[src/rtl/muldiv_pkg.sv]
// Shared types and constants for the multiply/divide sequencer.
package muldiv_pkg;

    typedef enum logic [2:0] {
        IDLE  = 3'd0,
        START = 3'd1,
        WAIT  = 3'd2,
        WRITE = 3'd3,
        EXC   = 3'd4,
        ERR   = 3'd5
    } state_t;

    localparam logic OP_MULT = 1'b0;
    localparam logic OP_DIV  = 1'b1;

endpackage

[src/rtl/muldiv_sequencer.sv]
// Sequences one MULT/DIV request through the shared units and the HI/LO registers.
module muldiv_sequencer
    import muldiv_pkg::*;
#(
    parameter int unsigned TIMEOUT_CYCLES = 64
) (
    input  logic clock,
    input  logic reset,
    input  logic req_valid,
    input  logic req_op,
    output logic req_ready,
    output logic mult_start,
    output logic div_start,
    input  logic mult_fim,
    input  logic div_fim,
    input  logic DividedByZero,
    output logic HISelector,
    output logic LOSelector,
    output logic RegHIWrite,
    output logic RegLOWrite,
    output logic done,
    output logic div_zero_exc,
    output logic timeout_err,
    output logic busy,
    input  logic hilo_read_req,
    output logic hilo_stall
);

    localparam int unsigned CNT_W = $clog2(TIMEOUT_CYCLES) + 1;
    localparam logic [CNT_W-1:0] CNT_LAST = CNT_W'(TIMEOUT_CYCLES - 1);

    state_t           state_q;
    state_t           state_d;
    logic             op_q;
    logic             op_d;
    logic [CNT_W-1:0] cnt_q;
    logic [CNT_W-1:0] cnt_d;
    logic             fim_sel;

    // Only the selected unit's completion flag is considered
    assign fim_sel = (op_q == OP_DIV) ? div_fim : mult_fim;

    // Next-state, op latch and wait-counter logic
    always_comb begin
        state_d = state_q;
        op_d    = op_q;
        cnt_d   = cnt_q;
        case (state_q)
            IDLE: begin
                if (req_valid) begin
                    op_d    = req_op;
                    state_d = START;
                end
            end
            START: begin
                cnt_d   = '0;
                state_d = WAIT;
            end
            WAIT: begin
                cnt_d = cnt_q + CNT_W'(1);
                if ((op_q == OP_DIV) && DividedByZero) begin
                    state_d = EXC;
                end else if (fim_sel) begin
                    state_d = WRITE;
                end else if (cnt_q == CNT_LAST) begin
                    state_d = ERR;
                end
            end
            WRITE:   state_d = IDLE;
            EXC:     state_d = IDLE;
            ERR:     state_d = IDLE;
            default: state_d = IDLE;
        endcase
    end

    // State, op and counter registers
    always_ff @(posedge clock) begin
        if (reset) begin
            state_q <= IDLE;
            op_q    <= OP_MULT;
            cnt_q   <= '0;
        end else begin
            state_q <= state_d;
            op_q    <= op_d;
            cnt_q   <= cnt_d;
        end
    end

    // Moore outputs registered from the next state so they line up with the state register
    always_ff @(posedge clock) begin
        if (reset) begin
            req_ready    <= 1'b1;
            busy         <= 1'b0;
            mult_start   <= 1'b0;
            div_start    <= 1'b0;
            HISelector   <= OP_MULT;
            LOSelector   <= OP_MULT;
            RegHIWrite   <= 1'b0;
            RegLOWrite   <= 1'b0;
            done         <= 1'b0;
            div_zero_exc <= 1'b0;
            timeout_err  <= 1'b0;
        end else begin
            req_ready    <= (state_d == IDLE);
            busy         <= (state_d != IDLE);
            mult_start   <= (state_d == START) && (op_d == OP_MULT);
            div_start    <= (state_d == START) && (op_d == OP_DIV);
            HISelector   <= op_d;
            LOSelector   <= op_d;
            RegHIWrite   <= (state_d == WRITE);
            RegLOWrite   <= (state_d == WRITE);
            done         <= (state_d == WRITE);
            div_zero_exc <= (state_d == EXC);
            timeout_err  <= (state_d == ERR);
        end
    end

    // MFHI/MFLO interlock while an operation is in flight
    assign hilo_stall = hilo_read_req && busy;

endmodule

[config.mk]
export PLATFORM = sky130hd
export DESIGN_NAME = muldiv_sequencer
export DESIGN_NICKNAME = d
export VERILOG_FILES = /design/src/rtl/muldiv_pkg.sv /design/src/rtl/muldiv_sequencer.sv
export SDC_FILE = /design/constraint.sdc
export NUM_CORES = 1
export LEC_CHECK = 0
export CAP_MARGIN = 10
export CORE_ASPECT_RATIO = 0.75
export CORE_MARGIN = 10
export CORE_UTILIZATION = 47
export CTS_CLUSTER_DIAMETER = 60
export DETAILED_ROUTE_END_ITERATION = 10
export PLACE_DENSITY_LB_ADDON = 0.25
export SYNTH_ARGS = -nofsm -noshare
export SYNTH_HDL_FRONTEND = slang
export SYNTH_SLANG_ARGS = --single-unit
[constraint.sdc]
create_clock -name clock -period 1.8 [get_ports clock]
set_input_delay 0.54 -clock clock [delete_from_list [all_inputs] [get_ports clock]]
set_output_delay 0.54 -clock clock [all_outputs]
set_load 0.01 [all_outputs]
==> reports/qor.yml, run 1 <==
cp_slowest_cell: "clkdlybuf4s50_1"
grt_pass1_vias: 771
clockRootBuffer: "clkbuf_4"
syn2layout_area_growth_pct: 32.1
min_path_cells: 2
cp-start-kind: "flop"
r2r-end: "div_zero_exc"
worstRegToRegCells: 5
clk_latency_ps: 300
peakVddDrop_mv: 0.473
gr-total-overflow: 0
io_pins: 20
synth_seq_cells: 18
synth_area_um2: 850
die_y_um: 56.8
syn_inst: 101
r2r_slack_ps: 160
drcViolationCount: 0
cts_tree: "built"
swShare_pct: 25.5
rows: 13
cp.buffers_inverters: 1
vias: 789
start_util_pct: 49.3
crit_family: "buffers and inverters"
drt-wirelength-per-cell_um: 14.3
r2r_start: "cnt_q[1]"
slew_headroom_pct: 75.6
worstPathArrival_ps: 1210
gp_congestion: 0.824
required_ps: 1260
worst-setup-path-type: "flop to output port"
syn_area_per_cell_um2: 8.41
clkTransAtPathRegs_ps: 100
htreeDepth: 1
finalClockSkew_ps: 9.96
antenna_found_initial: 0
yosysUniqueCellTypes: 34
port_buffers: 19
diodes: 0
drtIter0Drc: 12
hold_viol_final: 0
fin_crit_ps: 1750
hold_start: "cnt_q[6]"
grt_first_pass_wirelength_um: 3620
die_w_um: 69.1
cpPeakStageDelay_ps: 550
track_usage_pct: 11.2
finalSetupViolations: 0
leakagePower_nw: 0.457
routed_wl_um: 2110
status: "finished, final reports clean"
clock_power_share_pct: 30.0
hpwl_um: 1610
yosysSeqAreaShare_pct: 42.4
synth_nets: 110
rsz0062_at_grt: "false"
pre_cts_slack_ps: -401
ant_nets: 0
final_area_um2: 1120
cts_hold_repair.buffers: 0
p_comb_share_pct: 18.3
drv_slew: 0
min_path_type: "flop to flop"
p_per_area_nw_per_um2: 741
avgViaCountPerCell: 5.37
core_um2: 1720
cts_sinks: 18
end_kind: "output port"
ctsLongestPathBuffers: 2
nets: 135
grt_max_degree: 14
fin_crit_sh_pct: 97.3
pwr-share-seq_pct: 51.7
worstPathCellList: "clkdlybuf4s50_1"
hold_end: "cnt_q[6]"
fin_ws_ps: 48.8
dr.pass1.iters: 4
dpl_cell_area_um2: 1080
p_sw_w: 0.000212
ys_warn_count: 0
nFillCells: 164
worstMarginPinSlew_ps: 364
cap_violations: 0
cp-startpoint: "done"
cts_made_buffers: 3
max_freq_ghz: 0.571
intPower_w: 0.000620
die_area_um2: 3930
drive_gt1_share_pct: 15.2
cp_max_fo: 3
-- logic make-up after synthesis --
logic type      synth area share, %
mux                            2.36
compound gates                 17.4
buf+inv                        6.33
simple gates                   30.0
flops                          42.4
fa+ha+maj                      1.47
-- final cells by class --
cell class	count	area (µm²)	share of cell area (%)
Clock buffer	4	36.3	3.23
Inverter	2	7.51	0.669
Multi-Input combinational cell	74	438	39.0
Sequential cell	18	362	32.2
Tap cell	22	27.5	2.45
Timing Repair Buffer	27	251	22.4
-- synthesized netlist by cell type, drive strengths merged --
cell / count / area, µm²
nor3: 3 / 15.0
inv: 2 / 7.51
ha: 1 / 12.5
and3: 1 / 7.51
o31ai: 2 / 15.0
o311a: 1 / 10.0
and2: 2 / 12.5
a21o: 1 / 7.51
nand3b: 2 / 15.0
o21ai: 6 / 30.0
nor3b: 1 / 7.51
nor2b: 3 / 18.8
nor4b: 2 / 17.5
a21oi: 10 / 50.1
or3: 2 / 12.5
nor4: 1 / 6.26
dfxtp: 18 / 360
nand2b: 3 / 18.8
and4: 1 / 8.76
and3b: 1 / 8.76
nand2: 14 / 52.6
nor2: 6 / 22.5
a21boi: 1 / 11.3
or2: 1 / 6.26
clkbuf: 2 / 7.51
a31o: 1 / 8.76
buf: 5 / 38.8
a211o: 1 / 8.76
mux2i: 2 / 20.0
nand3: 4 / 25.0
a31oi: 1 / 6.26
-- worst reg2reg max path: stages, from the launching register on --
cell	delay [ps]
dfxtp_1	410
ha_2	240
nand3_2	100
o311a_1	350
a211o_1	310
and2_1	150
-- flip-flops by register name (all words and copies together), names as in the netlist --
register,flops
cnt_q,7
div_zero_exc,1
done,1
busy,1
LOSelector,1
state_q,3
mult_start,1
req_ready,1
div_start,1
timeout_err,1
-- how the worst max path moves through the flow --
stage | end | slack, ps | depth (start not counted)
5_1_grt | done | 5 | 1
2_1_floorplan | div_zero_exc | 270 | 5
3_5_place_dp | hilo_stall | -400 | 3
4_1_cts | HISelector | 0.3 | 1
6_report | done | 50 | 1
3_3_place_gp | hilo_stall | -370 | 3
-- layer usage --
metal	vias to the layer above	part of all wire (%)	global-route usage (%)
met5	-	0	0
met4	0	2.0	5.73
met3	6	5.7	5.09
met2	17	50	18.6
met1	366	43	11.8
li1	400	-	-
-- per-stage QoR --
| stage | total power [W] | hold slack (ps) | setup TNS [ps] | util (%) | cells |
|---|---|---|---|---|---|
| floorplan | 0.000522 | 462 | 0 | - | 101 |
| global placement | 0.000590 | 477 | -389 | 62.7 | 143 |
| detailed placement | 0.000595 | 488 | -440 | 62.7 | 143 |
| CTS | 0.000844 | 523 | 0 | 64.5 | 147 |
| global route | 0.000877 | 555 | 0 | 65.1 | 147 |
| finish | 0.000832 | 520 | 0 | 65.1 | 147 |
-- repair_timing --
action                     in CTS  in global routing
setup buffers                   0                  0
setup endpoints to repair       3                  5
pin swaps                       0                  0
gates resized for setup         6                  4
-- layout by cell type (no fill, tap or decap), types with 3 or more instances in the layout --
master           synthesis  layout
nor2_1                   6       6
dlymetal6s2s_1           0       3
dfxtp_1                 18      17
clkbuf_4                 0       3
buf_4                    3       8
nor3_1                   3       3
nand3_1                  3       3
nand2b_1                 3       3
clkdlybuf4s50_1          0      14
a21oi_1                 10      10
nand2_1                 14      14
o21ai_0                  6       6
nor2b_1                  3       3
-- power groups by stage --
stage                     registers [W]  clock network (W)  logic (W)
after CTS                      0.000431           0.000260   0.000154
after global routing           0.000433           0.000274   0.000170
after global placement         0.000438                  0   0.000152
final                          0.000431           0.000249   0.000152
after detailed placement       0.000439                  0   0.000156
after floorplan                0.000442                  0  0.0000805
Note: power is estimated with default switching activity, not from simulation.
==> run 2, diff against run 1 <==
--- a/config.mk
+++ b/config.mk
@@ -5,7 +5,6 @@
 export SDC_FILE = /design/constraint.sdc
 export NUM_CORES = 1
 export LEC_CHECK = 0
-export CAP_MARGIN = 10
 export CORE_ASPECT_RATIO = 0.75
 export CORE_MARGIN = 10
 export CORE_UTILIZATION = 47
==> results of run 2 <==
The final DEF is identical to that of run 1; final timing and power are the same.
==> run 3, diff against run 2 <==
--- a/config.mk
+++ b/config.mk
@@ -5,11 +5,13 @@
 export SDC_FILE = /design/constraint.sdc
 export NUM_CORES = 1
 export LEC_CHECK = 0
+export ABC_AREA = 1
 export CORE_ASPECT_RATIO = 0.75
 export CORE_MARGIN = 10
 export CORE_UTILIZATION = 47
 export CTS_CLUSTER_DIAMETER = 60
 export DETAILED_ROUTE_END_ITERATION = 10
+export GPL_TIMING_DRIVEN = 0
 export PLACE_DENSITY_LB_ADDON = 0.25
 export SYNTH_ARGS = -nofsm -noshare
 export SYNTH_HDL_FRONTEND = slang
==> reports/qor.yml, run 3 <==
drt-wirelength-per-cell_um: 11.8  # was 14.3 µm
end_kind: "output port"  # unchanged
final_common_cell: "nand2_1"  # was dfxtp_1
pwr-share-seq_pct: 55.6  # was 51.7%
drv_slew: 0  # unchanged
min_path_cells: 2  # unchanged
port_buffers: 19  # unchanged
synth_xor_area_share_pct: 0  # unchanged
nets: 143  # was 135
crit_family: "buffers and inverters"  # unchanged
worstPathArrival_ps: 1200  # was 1210 ps
cts_sinks: 18  # unchanged
htreeDepth: 1  # unchanged
syn2layout_area_growth_pct: 29.0  # was 32.1%
stdcell_count: 154  # was 147
fin_crit_sh_pct: 96.6  # was 97.3%
cp_max_fo: 1  # was 3
routed_wl_um: 1820  # was 2110 µm
die_w_um: 68.3  # was 69.1 µm
worstRegToRegCells: 10  # was 5
io_pins: 20  # unchanged
min_path_type: "flop to flop"  # unchanged
yosys.area.top_type_share_pct: 43.8  # was 42.4%
core_um2: 1690  # was 1720 µm²
max_freq_ghz: 0.575  # was 0.571 GHz
ys.flop_type: "dfxtp_1"  # unchanged
whs_ps: 488  # was 520 ps
worst-path-stages: 4  # was 1
final_area_um2: 1060  # was 1120 µm²
worstPathCellList: "clkdlybuf4s50_1, nand2_1, inv_1, buf_2"  # was clkdlybuf4s50_1
synth_top_family_by_area: "simple AND/OR/NAND/NOR gates"  # unchanged
finalSetupViolations: 0  # unchanged
async_reset_ff_share_pct: 0  # unchanged
cp.buffers_inverters: 3  # was 1
rows: 13  # unchanged
synth_simple_gate_area_share_pct: 31.5  # was 30.0%
cts_tree: "built"  # unchanged
cpPeakStageDelay_ps: 450  # was 550 ps
leakagePower_nw: 0.501  # was 0.457 nW
drive_gt1_share_pct: 20.5  # was 15.2%
drcViolationCount: 0  # unchanged
synth_commonest_cells: "nand2_1 (27), dfxtp_1 (18), inv_1 (13)"  # was dfxtp_1 (18), nand2_1 (14), a21oi_1 (10)
synth_seq_cells: 18  # unchanged
diodes: 0  # unchanged
gr-total-overflow: 0  # unchanged
status: "finished, final reports clean"  # unchanged
slew_headroom_pct: 68.0  # was 75.6%
placedCellCount: 151  # was 143
synth_area_um2: 823  # was 850 µm²
worstMarginPinSlew_ps: 480  # was 364 ps
peakVddDrop_mv: 0.412  # was 0.473 mV
grt_max_degree: 11  # was 14
grt_pass1_vias: 721  # was 771
cp-start-kind: "primary input"  # was flop
hold_viol_final: 0  # unchanged
clkTransAtPathRegs_ps: 90  # was 100 ps
post-cts-setup-buffer-count: 0  # unchanged
synth-compound-area-share_pct: 12.3  # was 17.4%
antenna_found_initial: 0  # unchanged
synth_most_common_cell: "nand2_1"  # was dfxtp_1
drtIter0Drc: 9  # was 12
gp_congestion: 0.789  # was 0.824
die_area_um2: 3840  # was 3930 µm²
intPower_w: 0.000553  # was 0.000620 W
track_usage_pct: 10.4  # was 11.2%
rsz0062_at_grt: "false"  # unchanged
yosys.area.top_type: "dfxtp_1"  # unchanged
cts_made_buffers: 3  # unchanged
clockRootBuffer: "clkbuf_4"  # unchanged
ant_nets: 0  # unchanged
synth_edf_count: 0  # unchanged
yosysSeqAreaShare_pct: 43.8  # was 42.4%
syn_inst: 110  # was 101
largest_reg_flops: 7  # unchanged
vias: 729  # was 789
clk_latency_ps: 300  # about the same
synthMuxAreaShare_pct: 0  # was 2.36%
dr.pass1.iters: 4  # unchanged
top_register: "cnt_q"  # unchanged
start_util_pct: 48.7  # was 49.3%
avgViaCountPerCell: 4.73  # was 5.37
required_ps: 1260  # about the same
cp_slowest_cell: "clkdlybuf4s50_1"  # unchanged
fin_crit_ps: 1740  # was 1750 ps
worst-setup-path-type: "primary input to output port"  # was flop to output port
cts_hold_repair.buffers: 0  # unchanged
p_sw_w: 0.000212  # about the same
swShare_pct: 27.7  # was 25.5%
die_y_um: 56.2  # was 56.8 µm
syn_area_per_cell_um2: 7.48  # was 8.41 µm²
ys_warn_count: 0  # unchanged
top_regs: "cnt_q: 7 flops, state_q: 3 flops"  # unchanged
grt_first_pass_wirelength_um: 3080  # was 3620 µm
finalClockSkew_ps: 5.57  # was 9.96 ps
yosysUniqueCellTypes: 20  # was 34
layout_common_cells: "nand2_1 (27), dfxtp_1 (16), clkdlybuf4s50_1 (14)"  # was dfxtp_1 (17), nand2_1 (14), clkdlybuf4s50_1 (14)
ctsLongestPathBuffers: 2  # unchanged
synth_nets: 119  # was 110
p_comb_share_pct: 18.0  # was 18.3%
dpl_cell_area_um2: 1040  # was 1080 µm²
p_per_area_nw_per_um2: 720  # was 741 nW/µm²
design_power_total_w: 0.000765  # was 0.000832 W
synth_fa_ha_area_share_pct: 1.52  # was 1.47%
hpwl_um: 1430  # was 1610 µm
cap_violations: 0  # unchanged
clock_power_share_pct: 26.4  # was 30.0%
synth_area_leaders: "dfxtp_1 (44%), nand2_1 (12%), a21oi_1 (6.7%), inv_1 (5.9%), nand2_2 (3.8%)"  # was dfxtp_1 (42%), nand2_1 (6.2%), a21oi_1 (5.9%), o21ai_0 (3.5%), buf_4 (2.7%)
==> run 3: logic make-up after synthesis <==
logic type / after synthesis
flops: 18
fa+ha+maj: 1
buf+inv: 21
simple gates: 51
compound gates: 19
==> run 3: worst reg2reg max path: stages (launching register included) <==
cell and delay, ps:
dfxtp_1 380, ha_1 190, nand2_2 80, nor2_4 100, nand2_2 80, nand2_1 60
nand2_1 40, nand2_1 70, nand2_2 90, o21bai_1 130, nand2_1 60
==> run 3: what timing repair did <==
action / 4_1_cts / 5_1_grt
cloned: 0 / 0
setup endpoints to repair: 5 / 1
pin swaps: 0 / 0
gates resized for setup: 10 / 1
==> run 3: path summary, 6_finish.rpt <==
| check | startpoint | endpoint | slack [ps] |
|---|---|---|---|
| worst max register to register | cnt_q[0] | busy | 430 |
| worst min-delay path | cnt_q[3] | cnt_q[3] | 490 |
| worst max-delay path | hilo_read_req | hilo_stall | 60 |
| worst min register to register | cnt_q[3] | cnt_q[3] | 490 |
==> run 3: stage by stage <==
stage	setup slack (ps)	util (%)	setup TNS, ps
after floorplan	553	-	0
after global placement	-350	61.5	-350
after detailed placement	-359	61.5	-359
after CTS	25.2	62.6	0
after global routing	16.2	62.8	0
final	61.6	62.8	0
==> run 3: cell type report <==
class                      count  area (µm²)
fill                         151         629
multi-input combinational     71         373
sequential                    18         365
timing repair buffer          19         184
inverter                      17        63.8
tap                           22        27.5
buffer                         4        26.3
clock buffer                   3        22.5
==> run 3: power by group through the flow <==
| stage | Combinational, W | Clock, W | Sequential (W) |
|---|---|---|---|
| 2_1_floorplan | 0.0000753 | 0 | 0.000438 |
| 3_3_place_gp | 0.000139 | 0 | 0.000434 |
| 3_5_place_dp | 0.000143 | 0 | 0.000434 |
| 4_1_cts | 0.000139 | 0.000201 | 0.000426 |
| 5_1_grt | 0.000154 | 0.000221 | 0.000428 |
| 6_report | 0.000138 | 0.000202 | 0.000425 |
==> run 3: metal layers <==
| layer | vias up | GRT usage [%] | part of all wire, % | wire length, µm |
|---|---|---|---|---|
| met1 | 318 | 12.0 | 42 | 760 |
| li1 | 388 | - | - | - |
| met4 | 0 | 5.16 | 2.0 | 36 |
| met3 | 5 | 4.23 | 9.3 | 170 |
| met2 | 18 | 15.8 | 47 | 855 |
| met5 | - | 0 | 0 | 0 |
